File: config.mk
export PLATFORM = sky130hd
export DESIGN_NAME = fetch
export DESIGN_NICKNAME = d
export VERILOG_FILES = /design/src/rtl/riscv_pkg.sv /design/src/rtl/fetch_fifo.sv /design/src/rtl/fetch.sv
export SDC_FILE = /design/constraint.sdc
export NUM_CORES = 1
export LEC_CHECK = 0
export BUFFER_PORTS_ARGS = -buffer_cell sky130_fd_sc_hd__buf_4
export CAP_MARGIN = 25
export CORE_MARGIN = 1.5
export CORE_UTILIZATION = 30
export CTS_CLUSTER_DIAMETER = 40
export DETAILED_ROUTE_END_ITERATION = 10
export PLACE_DENSITY = 0.57
export SKIP_CTS_REPAIR_TIMING = 1
export SLEW_MARGIN = 15
export SYNTH_ARGS = -nofsm -noshare
export SYNTH_HDL_FRONTEND = slang
export SYNTH_SLANG_ARGS = --single-unit
File: constraint.sdc
create_clock -name clk_i -period 4.7 [get_ports clk_i]
set_input_delay 0.47 -clock clk_i [delete_from_list [all_inputs] [get_ports clk_i]]
set_output_delay 0.47 -clock clk_i [all_outputs]
set_load 0.05 [all_outputs]
File: src/rtl/riscv_pkg.sv
// Shared RISC-V core types and constants used by the fetch stage.
package riscv_pkg;

    localparam int XLEN = 32;

    // addi x0, x0, 0
    localparam logic [XLEN-1:0] NOP_INSTR        = 32'h0000_0013;
    localparam logic [XLEN-1:0] RESET_PC_DEFAULT = 32'h0000_0000;

    // One fetched instruction together with the address it came from.
    typedef struct packed {
        logic [XLEN-1:0] pc;
        logic [XLEN-1:0] instr;
    } fetch_entry_t;

    // Sequential fetch address; wraps silently at the top of the address space.
    function automatic logic [XLEN-1:0] next_pc(input logic [XLEN-1:0] pc);
        return pc + XLEN'(4);
    endfunction

endpackage

File: src/rtl/fetch_fifo.sv
// Small synchronous FIFO with flush and occupancy count. DEPTH must be a
// power of two so the pointers wrap naturally.
module fetch_fifo
    import riscv_pkg::*;
#(
    parameter int  DEPTH = 2,
    parameter type T     = fetch_entry_t,
    localparam int PTR_W = (DEPTH > 1) ? $clog2(DEPTH) : 1,
    localparam int CNT_W = $clog2(DEPTH + 1)
) (
    input  logic             clk_i,
    input  logic             rstn_i,
    input  logic             flush_i,
    input  logic             push_i,
    input  T                 data_i,
    input  logic             pop_i,
    output T                 data_o,
    output logic [CNT_W-1:0] count_o
);

    T                 mem_q [DEPTH];
    logic [PTR_W-1:0] wr_ptr_q;
    logic [PTR_W-1:0] rd_ptr_q;
    logic [CNT_W-1:0] count_q;
    logic             do_push;
    logic             do_pop;

    // A pop on empty is ignored; a push on full is accepted only alongside a pop.
    assign do_pop  = pop_i && (count_q != '0);
    assign do_push = push_i && !flush_i && ((count_q != CNT_W'(DEPTH)) || do_pop);

    // Storage write port.
    // NOTE: the data array is deliberately left without reset; valid data is
    // defined by the pointers and count, and an unreset array maps onto plain RAM.
    always_ff @(posedge clk_i) begin
        if (do_push) begin
            mem_q[wr_ptr_q] <= data_i;
        end
    end

    // Pointer and occupancy bookkeeping; flush empties the FIFO in one cycle.
    // NOTE: every sequential assignment is non-blocking so all registers sample
    // the pre-edge values and the block order does not matter.
    always_ff @(posedge clk_i or negedge rstn_i) begin
        if (!rstn_i) begin
            wr_ptr_q <= '0;
            rd_ptr_q <= '0;
            count_q  <= '0;
        end else if (flush_i) begin
            wr_ptr_q <= '0;
            rd_ptr_q <= '0;
            count_q  <= '0;
        end else begin
            if (do_push) begin
                wr_ptr_q <= wr_ptr_q + PTR_W'(1);
            end
            if (do_pop) begin
                rd_ptr_q <= rd_ptr_q + PTR_W'(1);
            end
            count_q <= count_q + CNT_W'(do_push) - CNT_W'(do_pop);
        end
    end

    assign data_o  = mem_q[rd_ptr_q];
    assign count_o = count_q;

endmodule

File: src/rtl/fetch.sv
// Instruction-fetch stage: owns the PC, issues credit-limited in-order
// requests to instruction memory, buffers responses and presents registered
// pc/instruction pairs to decode. Redirects flush local state and discard
// every response still in flight.
// Optional build macro FETCH_MISALIGN_CHECK_EN adds misaligned_o and halts
// fetch after a redirect to a non word-aligned target.
module fetch
    import riscv_pkg::*;
#(
    parameter logic [XLEN-1:0] RESET_PC  = RESET_PC_DEFAULT,
    parameter int              BUF_DEPTH = 2
) (
    input  logic            clk_i,
    input  logic            rstn_i,
    output logic            imem_req_valid_o,
    input  logic            imem_req_ready_i,
    output logic [XLEN-1:0] imem_req_addr_o,
    input  logic            imem_rsp_valid_i,
    input  logic [XLEN-1:0] imem_rsp_data_i,
    input  logic            redirect_valid_i,
    input  logic [XLEN-1:0] redirect_pc_i,
    input  logic            stall_i,
    output logic [XLEN-1:0] pc_o,
    output logic [XLEN-1:0] instruction_o,
    output logic            valid_o
`ifdef FETCH_MISALIGN_CHECK_EN
    ,
    output logic            misaligned_o
`endif
);

    localparam int               CNT_W   = $clog2(BUF_DEPTH + 1);
    localparam logic [CNT_W:0]   DEPTH_W = (CNT_W + 1)'(BUF_DEPTH);

    logic [XLEN-1:0]  pc_q;
    logic [XLEN-1:0]  pc_d;
    logic [CNT_W-1:0] outstanding_q;
    logic [CNT_W-1:0] outstanding_d;
    logic [CNT_W-1:0] drop_cnt_q;
    logic [CNT_W-1:0] drop_cnt_d;

    logic [XLEN-1:0]  pc_out_q;
    logic [XLEN-1:0]  instr_q;
    logic             valid_q;

    logic [CNT_W-1:0] buf_count;
    logic [CNT_W-1:0] pcq_count;
    fetch_entry_t     buf_head;
    fetch_entry_t     buf_push_entry;
    logic [XLEN-1:0]  pcq_head;

    logic             credit;
    logic             fetch_halt;
    logic             req_fire;
    logic             rsp_dec;
    logic             rsp_drop;
    logic             rsp_accept;
    logic             buf_empty;
    logic             out_pop;
    logic             out_bypass;
    logic             buf_push;
    logic [XLEN-1:0]  redirect_target;

`ifdef FETCH_MISALIGN_CHECK_EN
    logic misaligned_q;

    // Sticky misalignment flag: set by a misaligned redirect, cleared by an aligned one.
    always_ff @(posedge clk_i or negedge rstn_i) begin
        if (!rstn_i) begin
            misaligned_q <= 1'b0;
        end else if (redirect_valid_i) begin
            misaligned_q <= (redirect_pc_i[1:0] != 2'b00);
        end
    end

    assign redirect_target = redirect_pc_i;
    assign fetch_halt      = misaligned_q;
    assign misaligned_o    = misaligned_q;
`else
    // Low address bits are not meaningful without the check; force word alignment.
    assign redirect_target = redirect_pc_i & ~XLEN'(3);
    assign fetch_halt      = 1'b0;
`endif

    // Every request reserves a buffer slot up front, so a response can never
    // find the buffer full and the memory never needs back-pressure.
    assign credit = ({1'b0, outstanding_q} + {1'b0, buf_count}) < DEPTH_W;

    assign imem_req_valid_o = credit && !redirect_valid_i && !fetch_halt;
    assign imem_req_addr_o  = pc_q;
    assign req_fire         = imem_req_valid_o && imem_req_ready_i;

    // A response is stale if it belongs to a fetch issued before a redirect,
    // including one that arrives in the redirect cycle itself.
    assign rsp_dec    = imem_rsp_valid_i && (outstanding_q != '0);
    assign rsp_drop   = rsp_dec && (redirect_valid_i || (drop_cnt_q != '0));
    assign rsp_accept = rsp_dec && !rsp_drop && (pcq_count != '0);

    assign buf_empty  = (buf_count == '0);
    assign out_pop    = !redirect_valid_i && !stall_i && !buf_empty;
    assign out_bypass = !redirect_valid_i && !stall_i && buf_empty && rsp_accept;
    assign buf_push   = rsp_accept && !out_bypass;

    assign buf_push_entry = '{pc: pcq_head, instr: imem_rsp_data_i};

    // Addresses of issued requests, in issue order, to tag their responses.
    fetch_fifo #(
        .DEPTH (BUF_DEPTH),
        .T     (logic [XLEN-1:0])
    ) u_pc_queue (
        .clk_i   (clk_i),
        .rstn_i  (rstn_i),
        .flush_i (redirect_valid_i),
        .push_i  (req_fire),
        .data_i  (pc_q),
        .pop_i   (rsp_accept),
        .data_o  (pcq_head),
        .count_o (pcq_count)
    );

    // Returned instructions waiting for decode.
    fetch_fifo #(
        .DEPTH (BUF_DEPTH),
        .T     (fetch_entry_t)
    ) u_inst_buf (
        .clk_i   (clk_i),
        .rstn_i  (rstn_i),
        .flush_i (redirect_valid_i),
        .push_i  (buf_push),
        .data_i  (buf_push_entry),
        .pop_i   (out_pop),
        .data_o  (buf_head),
        .count_o (buf_count)
    );

    // Next PC and in-flight/drop counters; a redirect overrides sequential fetch.
    // NOTE: each variable gets its hold value first so no path leaves it
    // unassigned, which would otherwise infer a latch.
    always_comb begin
        pc_d          = pc_q;
        outstanding_d = outstanding_q;
        drop_cnt_d    = drop_cnt_q;

        if (req_fire) begin
            pc_d          = next_pc(pc_q);
            outstanding_d = outstanding_q + CNT_W'(1);
        end
        if (rsp_dec) begin
            outstanding_d = outstanding_d - CNT_W'(1);
        end

        if (redirect_valid_i) begin
            pc_d = redirect_target;
            // Everything still in flight after this cycle is stale. Any
            // same-cycle response is one of them and is already consumed.
            drop_cnt_d = outstanding_q - CNT_W'(rsp_dec);
        end else if (rsp_drop) begin
            drop_cnt_d = drop_cnt_q - CNT_W'(1);
        end
    end

    // PC and counter registers.
    always_ff @(posedge clk_i or negedge rstn_i) begin
        if (!rstn_i) begin
            pc_q          <= RESET_PC;
            outstanding_q <= '0;
            drop_cnt_q    <= '0;
        end else begin
            pc_q          <= pc_d;
            outstanding_q <= outstanding_d;
            drop_cnt_q    <= drop_cnt_d;
        end
    end

    // Decode-facing output register: redirect bubble, then buffer head, then bypass.
    always_ff @(posedge clk_i or negedge rstn_i) begin
        if (!rstn_i) begin
            valid_q  <= 1'b0;
            pc_out_q <= '0;
            instr_q  <= NOP_INSTR;
        end else if (redirect_valid_i) begin
            valid_q  <= 1'b0;
            instr_q  <= NOP_INSTR;
        end else if (!stall_i) begin
            if (out_pop) begin
                valid_q  <= 1'b1;
                pc_out_q <= buf_head.pc;
                instr_q  <= buf_head.instr;
            end else if (out_bypass) begin
                valid_q  <= 1'b1;
                pc_out_q <= pcq_head;
                instr_q  <= imem_rsp_data_i;
            end else begin
                valid_q  <= 1'b0;
                instr_q  <= NOP_INSTR;
            end
        end
    end

    assign valid_o       = valid_q;
    assign pc_o          = pc_out_q;
    assign instruction_o = instr_q;

    // Memory must never answer a request that was not issued.
    rsp_without_request: assert property (
        @(posedge clk_i) disable iff (!rstn_i) imem_rsp_valid_i |-> (outstanding_q != '0)
    );

endmodule
; Word-level counts from Yosys, hierarchy flattened
; Memory sizes are Yosys's and may differ from the RTL's.
; Cells that the tools add are included.
; Widths: inputs -> output; s select.
[totals]
inputBits = 70
out_inout_bits = 98
memories = 2
wordCells = 102
regBits = 109
ram_bits = 192
[memory_table]
columns = memory, depth, word_bits, rd, rd_clocked_by_memory_dff, wr, line
row1 = u_inst_buf.mem_q, 2, 64, 1, 0, 1, fetch_fifo.sv:21  ; T mem_q [DEPTH];
row2 = u_pc_queue.mem_q, 2, 32, 1, 0, 1, fetch_fifo.sv:21
[op_classes]
bitwise_logic = 2
n_lt_le_gt_ge = 1
addsub = 14
eq_ne = 3
mux = 30
n_reduce_logical = 38
[op_table]
columns = op, n
row1 = $mux 32, 8
row2 = $add 32x3->32 const B, 1
row3 = $reduce_bool 2->1, 11
row4 = $logic_and 1x1->1, 17
row5 = $mux 1, 16
row6 = $mux 2, 6
row7 = $ne 2x2->1 const B, 3
row8 = $sub 2x1->2, 3
row9 = $logic_not 1->1, 5
row10 = $add 1x1->1 const B, 4
row11 = $add 2x1->2, 2
row12 = $sub 2x1->2 const B, 2
row13 = $add 2x2->3, 1
row14 = $logic_or 1x1->1, 3
row15 = $lt 3x2->1 const B, 1
row16 = $reduce_and 3->1, 1
row17 = $add 2x1->2 const B, 1
row18 = $logic_not 2->1, 1
row19 = $not 1->1, 2

; Logic depth before layout (Yosys ltp)
[logic_depth]
word_depth = 14
mapped_depth = 10
depth_no_buf = 9

; By module
; Synthesis repeated with hierarchy kept, for this count alone.
[unflattened]
cells_unflattened = 805
hier_area_um2 = 12557.0
[modules_own_cells]
columns = module, area_per_inst_um2, instances, cells_per_inst, seq_area_each_um2
row1 = fetch, 5187.5, 1, 464, 2481.1
row2 = fetch_fifo (u_inst_buf), 4839.6, 1, 220, 3943.8
row3 = fetch_fifo (u_pc_queue), 2529.9, 1, 121, 2021.9

; Worst setup path before layout
; OpenSTA, ideal clock, no wires.
[synth_path]
path_type = reg-to-reg
startpoint = register outstanding_q[1]
endpoint = memory u_inst_buf.mem_q[0][0] (netlist name), enable pin
arrival_time_ns = 4.153
t_required_ns = 4.209
path_slack_ns = 0.056
period_less_slack_ns = 4.644
path_stages_with_launch = 6
setup_ns = 0.491
n_path_buf = 0
path_cell_list = dfrtp_1 > inv_1 > ha_1 > nand3b_4 > a2111oi_2 > nor2b_1
[synth_between]
elab_chain_len = 13
[synth_rtl]
columns = item, line
row1 = start: declaration, fetch.sv:37  ; logic [CNT_W-1:0] outstanding_q;
row2 = start signal: assignment, fetch.sv:170  ; outstanding_q <= outstanding_d;
row3 = $reduce_bool 2->1 (*), fetch.sv:95  ; assign rsp_dec = imem_rsp_valid_i && (outstanding_q != '0);
row4 = $logic_and 1x1->1 (*), fetch.sv:95
row5 = $logic_and 1x1->1, fetch.sv:96  ; assign rsp_drop = rsp_dec && (redirect_valid_i || (drop_cnt_q != '0));
row6 = $logic_not 1->1, fetch.sv:97  ; assign rsp_accept = rsp_dec && !rsp_drop && (pcq_count != '0);
row7 = $logic_and 1x1->1 (*) (2 in a row), fetch.sv:97
row8 = $logic_and 1x1->1, fetch.sv:101  ; assign out_bypass = !redirect_valid_i && !stall_i && buf_empty && rsp_accept;
row9 = $logic_not 1->1, fetch.sv:102  ; assign buf_push = rsp_accept && !out_bypass;
row10 = $logic_and 1x1->1 (*), fetch.sv:102
row11 = $logic_and 1x1->1 (*) (2 in a row), fetch_fifo.sv:30  ; assign do_push = push_i && !flush_i && ((count_q != CNT_W'(DEPTH)) || do_pop);
row12 = $mux 1 (*), fetch_fifo.sv:36  ; if (do_push) begin
row13 = $mux 1 (not written as such) (*), fetch_fifo.sv:37  ; mem_q[wr_ptr_q] <= data_i;
row14 = end: declaration, fetch_fifo.sv:21
; Every way passes the cells marked *; elsewhere a longest branch is shown, timed or not.

; Final worst setup path
[layout_path]
startpoint = register u_inst_buf.count_q[0], in the netlist u_inst_buf.count_o[0]
endpoint = memory u_pc_queue.mem_q[0][2] (netlist name), enable pin
[layout_between]
elab_chain_len = 8
[layout_rtl]
columns = item, line
row1 = start: declaration, fetch_fifo.sv:24  ; logic [CNT_W-1:0] count_q;
row2 = start signal: assignment, fetch_fifo.sv:60  ; count_q <= count_q + CNT_W'(do_push) - CNT_W'(do_pop);
row3 = $add 2x2->3, fetch.sv:87  ; assign credit = ({1'b0, outstanding_q} + {1'b0, buf_count}) < DEPTH_W;
row4 = $lt 3x2->1, fetch.sv:87
row5 = $logic_and 1x1->1, fetch.sv:89  ; assign imem_req_valid_o = credit && !redirect_valid_i && !fetch_halt;
row6 = $logic_and 1x1->1, fetch.sv:91  ; assign req_fire = imem_req_valid_o && imem_req_ready_i;
row7 = $logic_and 1x1->1 (2 in a row), fetch_fifo.sv:30
row8 = $mux 1, fetch_fifo.sv:36
row9 = $mux 1 (not written as such), fetch_fifo.sv:37
row10 = end: declaration, fetch_fifo.sv:21
; Every way passes these cells.

==> impl_metrics.env <==
export IMPL_status="finished, final reports clean"
export IMPL_power_density_nw_per_um2=521
export IMPL_power_internal_uw=5560
export IMPL_worstSetupPathType="flip-flop to flip-flop"
export IMPL_critPathMaxFanout=30
export IMPL_num_rows=72
export IMPL_cts_sinks=289
export IMPL_crit_path_top_delay_cell="nor2b_4"
export IMPL_p_switching_uw=2390
export IMPL_drc=0
export IMPL_gp_congestion=0.768
export IMPL_tightest_slew_ns=1.02
export IMPL_syn_area_per_cell_um2=14.6
export IMPL_clockBufferDepth=3
export IMPL_vias_per_cell=4.80
export IMPL_yosysTopAreaCell="edfxtp_1"
export IMPL_ant_nets=0
export IMPL_fp_coreArea_um2=38900
export IMPL_cp_arrival_ns=3.43
export IMPL_swShare_pct=30.0
export IMPL_netlist_area_um2=11900
export IMPL_grtUsageTotal_pct=14.2
export IMPL_portBuffers=161
export IMPL_worst_clock_skew_ns=0.0174
export IMPL_cts_buffers=44
export IMPL_hp_class="input pin to flip-flop"
export IMPL_slowest_delay_ns=0.88
export IMPL_clk_latency_ns=0.54
export IMPL_cp_top_family="simple AND/OR/NAND/NOR gates"
export IMPL_synthArstFlopShare_pct=36.3
export IMPL_design_die_area_um2=40900
export IMPL_reg2reg_from="u_inst_buf.count_o[0]"
export IMPL_achievable_frequency_mhz=305
export IMPL_pwr_share_comb_pct=18.9
export IMPL_total_leakage_power_uw=0.00573
export IMPL_pin_count=168
export IMPL_fp_dieW_um=202
export IMPL_start_kind="flip-flop"
export IMPL_clkPwrFrac_pct=41.6
export IMPL_synth_ff_type="edfxtp_1"
export IMPL_fin_crit_ns=3.28
export IMPL_worstSetupEndpointType="flip-flop"
export IMPL_cp_data_required_time_ns=4.85
export IMPL_first_pass_iters=4
export IMPL_grt_max_degree=63
export IMPL_whs_endpoint="u_inst_buf.mem_q[0][5]"
export IMPL_r2r_cells=6
export IMPL_antenna_found_initial=0
export IMPL_place_area_um2=13700
export IMPL_yosysSeqAreaShare_pct=68.5
export IMPL_max_cap_violations=0
export IMPL_ff2ff_setup_slack_ns=1.42
export IMPL_min_period_over_period_pct=69.9
export IMPL_ys_types=54
export IMPL_dp_hpwl_um=17600
export IMPL_fin_hold_ws_ns=0.124
export IMPL_final_cell_area_um2=15300
export IMPL_ys_top_cells_by_area="edfxtp_1, dfrtp_1, mux2_2"
export IMPL_maxSlewViolCount=0
export IMPL_drtIter0Drc=297
export IMPL_initial_core_util_pct=30.6
export IMPL_rsz0062_at_grt="false"
export IMPL_drive_gt1_share_pct=31.9
export IMPL_drt_wirelength_per_cell_um=18.8
export IMPL_clk_pin_slew_ns=0.06
export IMPL_peakVddDrop_v=0.000253
export IMPL_netlist_area_leader_share_pct=46.4
export IMPL_rr_endpoint="u_pc_queue.mem_q[0][2]"
export IMPL_holdPathStages=1
export IMPL_slew_headroom_pct=31.7
export IMPL_setup_violations=0
export IMPL_synth_edf_count=184
export IMPL_ys_warn_count=0
export IMPL_tritoncts="built"
export IMPL_wirelength_um=29000
export IMPL_crit_chain="inv_1 -> nor2_1 -> fa_1 -> nor4b_4 -> a21boi_2 -> nor2b_4"
export IMPL_vias=7414
export IMPL_grt_pass1_vias=7607
export IMPL_num_nets_final=1072
export IMPL_min_from="imem_rsp_data_i[5]"
export IMPL_die_height_um=202
export IMPL_ys_seq_elements=289
export IMPL_tns_ns=0
export IMPL_pwr_share_seq_pct=39.5
export IMPL_synthesis_instances=818
export IMPL_clockRootBuffer="clkbuf_16"
export IMPL_diodes=0
export IMPL_grt_overflow=0
export IMPL_cts_max_level=2
export IMPL_finalHoldViolCount=0
export IMPL_syn2layout_area_growth_pct=28.1
export IMPL_worstPathBufferInverterCount=1
export IMPL_grt_pass1_wl_um=44600
-- kinds of logic after synthesis --
kind of cell	share of synthesized area, %
multiplexers	11.1
XOR/XNOR	1.54
adder cells (fa/ha/maj)	1.01
flip-flops	68.5
AND/OR/NAND/NOR	8.19
AO/OA/AOI/OAI	7.18
other	0.0315
buffers and inverters	2.48
-- area by class of cell --
cell class / count / area [um^2]
fill: 3698 / 23700
sequential: 289 / 8160
multi-input combinational: 467 / 3490
timing repair buffer: 176 / 1400
clock buffer: 50 / 1150
tap: 518 / 648
clock inverter: 30 / 350
inverter: 15 / 56.3
-- Yosys cell counts (8+ instances only) --
library cell and number:
nand2_1 59, nor2_1 51, edfxtp_1 184, xnor2_1 12
nor2b_1 8, nand3_1 14, buf_2 13, dfrtp_1 102
o31ai_1 10, inv_1 14, mux2_2 63, xor2_1 9
a221o_1 29, mux2i_1 60, clkbuf_1 22, o21ai_1 30
a31oi_1 12, nand4_1 9, or4_1 10, o21ai_0 18
ha_1 8
-- flip-flops by register name (all words and copies together) (netlist names) --
name and cells:
u_inst_buf.mem_q 124, u_pc_queue.mem_q 60, instruction_o 32, imem_req_addr_o 30
pc_o 30, drop_cnt_q 2, outstanding_q 2, u_inst_buf.count_o 2
u_pc_queue.count_o 2, u_inst_buf.rd_ptr_q 1, u_inst_buf.wr_ptr_q 1, u_pc_queue.rd_ptr_q 1
u_pc_queue.wr_ptr_q 1, valid_o 1
-- layer usage --
layer | up-vias | track usage (%) | part of all wire (%)
met5 | - | 0 | 0
met4 | 0 | 6.32 | 3.3
met3 | 57 | 3.27 | 5.1
met2 | 198 | 23.0 | 47
met1 | 3712 | 18.2 | 44
li1 | 3447 | - | -
-- per-stage QoR --
stage                     instances  util, %  power, uW  setup WS [ns]
final                          1545     39.2       7950           1.42
after global routing           1545     39.2       8270           1.19
after CTS                      1541     39.0       8060           1.38
after detailed placement       1461     35.2       4710           1.39
after global placement         1460     35.1       4690           1.43
after floorplan                 821        -       4150         0.0561
-- how the worst max path moves through the flow --
| stage | startpoint | end | slack (ns) | cells after the start |
|---|---|---|---|---|
| floorplan | outstanding_q[1] | u_inst_buf.mem_q[0][0] | 0.06 | 5 |
| global placement | outstanding_q[0] | u_pc_queue.mem_q[0][13] | 1.43 | 6 |
| detailed placement | outstanding_q[0] | u_pc_queue.mem_q[0][9] | 1.39 | 6 |
| CTS | u_inst_buf.count_o[0] | u_pc_queue.mem_q[0][2] | 1.38 | 6 |
| global route | u_inst_buf.count_o[0] | u_pc_queue.mem_q[0][2] | 1.19 | 6 |
| finish | u_inst_buf.count_o[0] | u_pc_queue.mem_q[0][2] | 1.42 | 6 |
-- power by group through the flow --
| stage | logic (uW) | registers (uW) | clock network (uW) |
|---|---|---|---|
| finish | 1500 | 3140 | 3310 |
| global route | 1600 | 3180 | 3490 |
| CTS | 1530 | 3150 | 3390 |
| detailed placement | 1520 | 3200 | 0 |
| global placement | 1500 | 3190 | 0 |
| floorplan | 458 | 3690 | 0 |
-- worst register-to-register path, stage by stage (launching register included) --
cell      delay, ns
dfrtp_1        0.39
inv_1          0.12
nor2_1         0.07
fa_1           0.54
nor4b_4        0.56
a21boi_2       0.33
nor2b_4        0.88
-- cell usage in the layout, fill, tap and decap left out, types with 6 or more instances in the layout --
cell / synthesis / routed
edfxtp_1: 184 / 184
buf_4: 5 / 170
dfrtp_1: 102 / 101
mux2_2: 63 / 63
mux2i_1: 60 / 60
nand2_1: 59 / 59
nor2_1: 51 / 51
clkbuf_16: 0 / 45
o21ai_1: 30 / 30
a221o_1: 29 / 29
o21ai_0: 18 / 18
inv_1: 14 / 14
nand3_1: 14 / 14
xnor2_1: 12 / 12
a31oi_1: 12 / 12
o31ai_1: 10 / 10
or4_1: 10 / 10
xor2_1: 9 / 9
nand4_1: 9 / 9
ha_1: 8 / 8
or3_1: 7 / 7
and3_1: 6 / 6
clkinvlp_4: 0 / 6
bufinv_16: 0 / 6
Power figures use the tool's default switching activity.
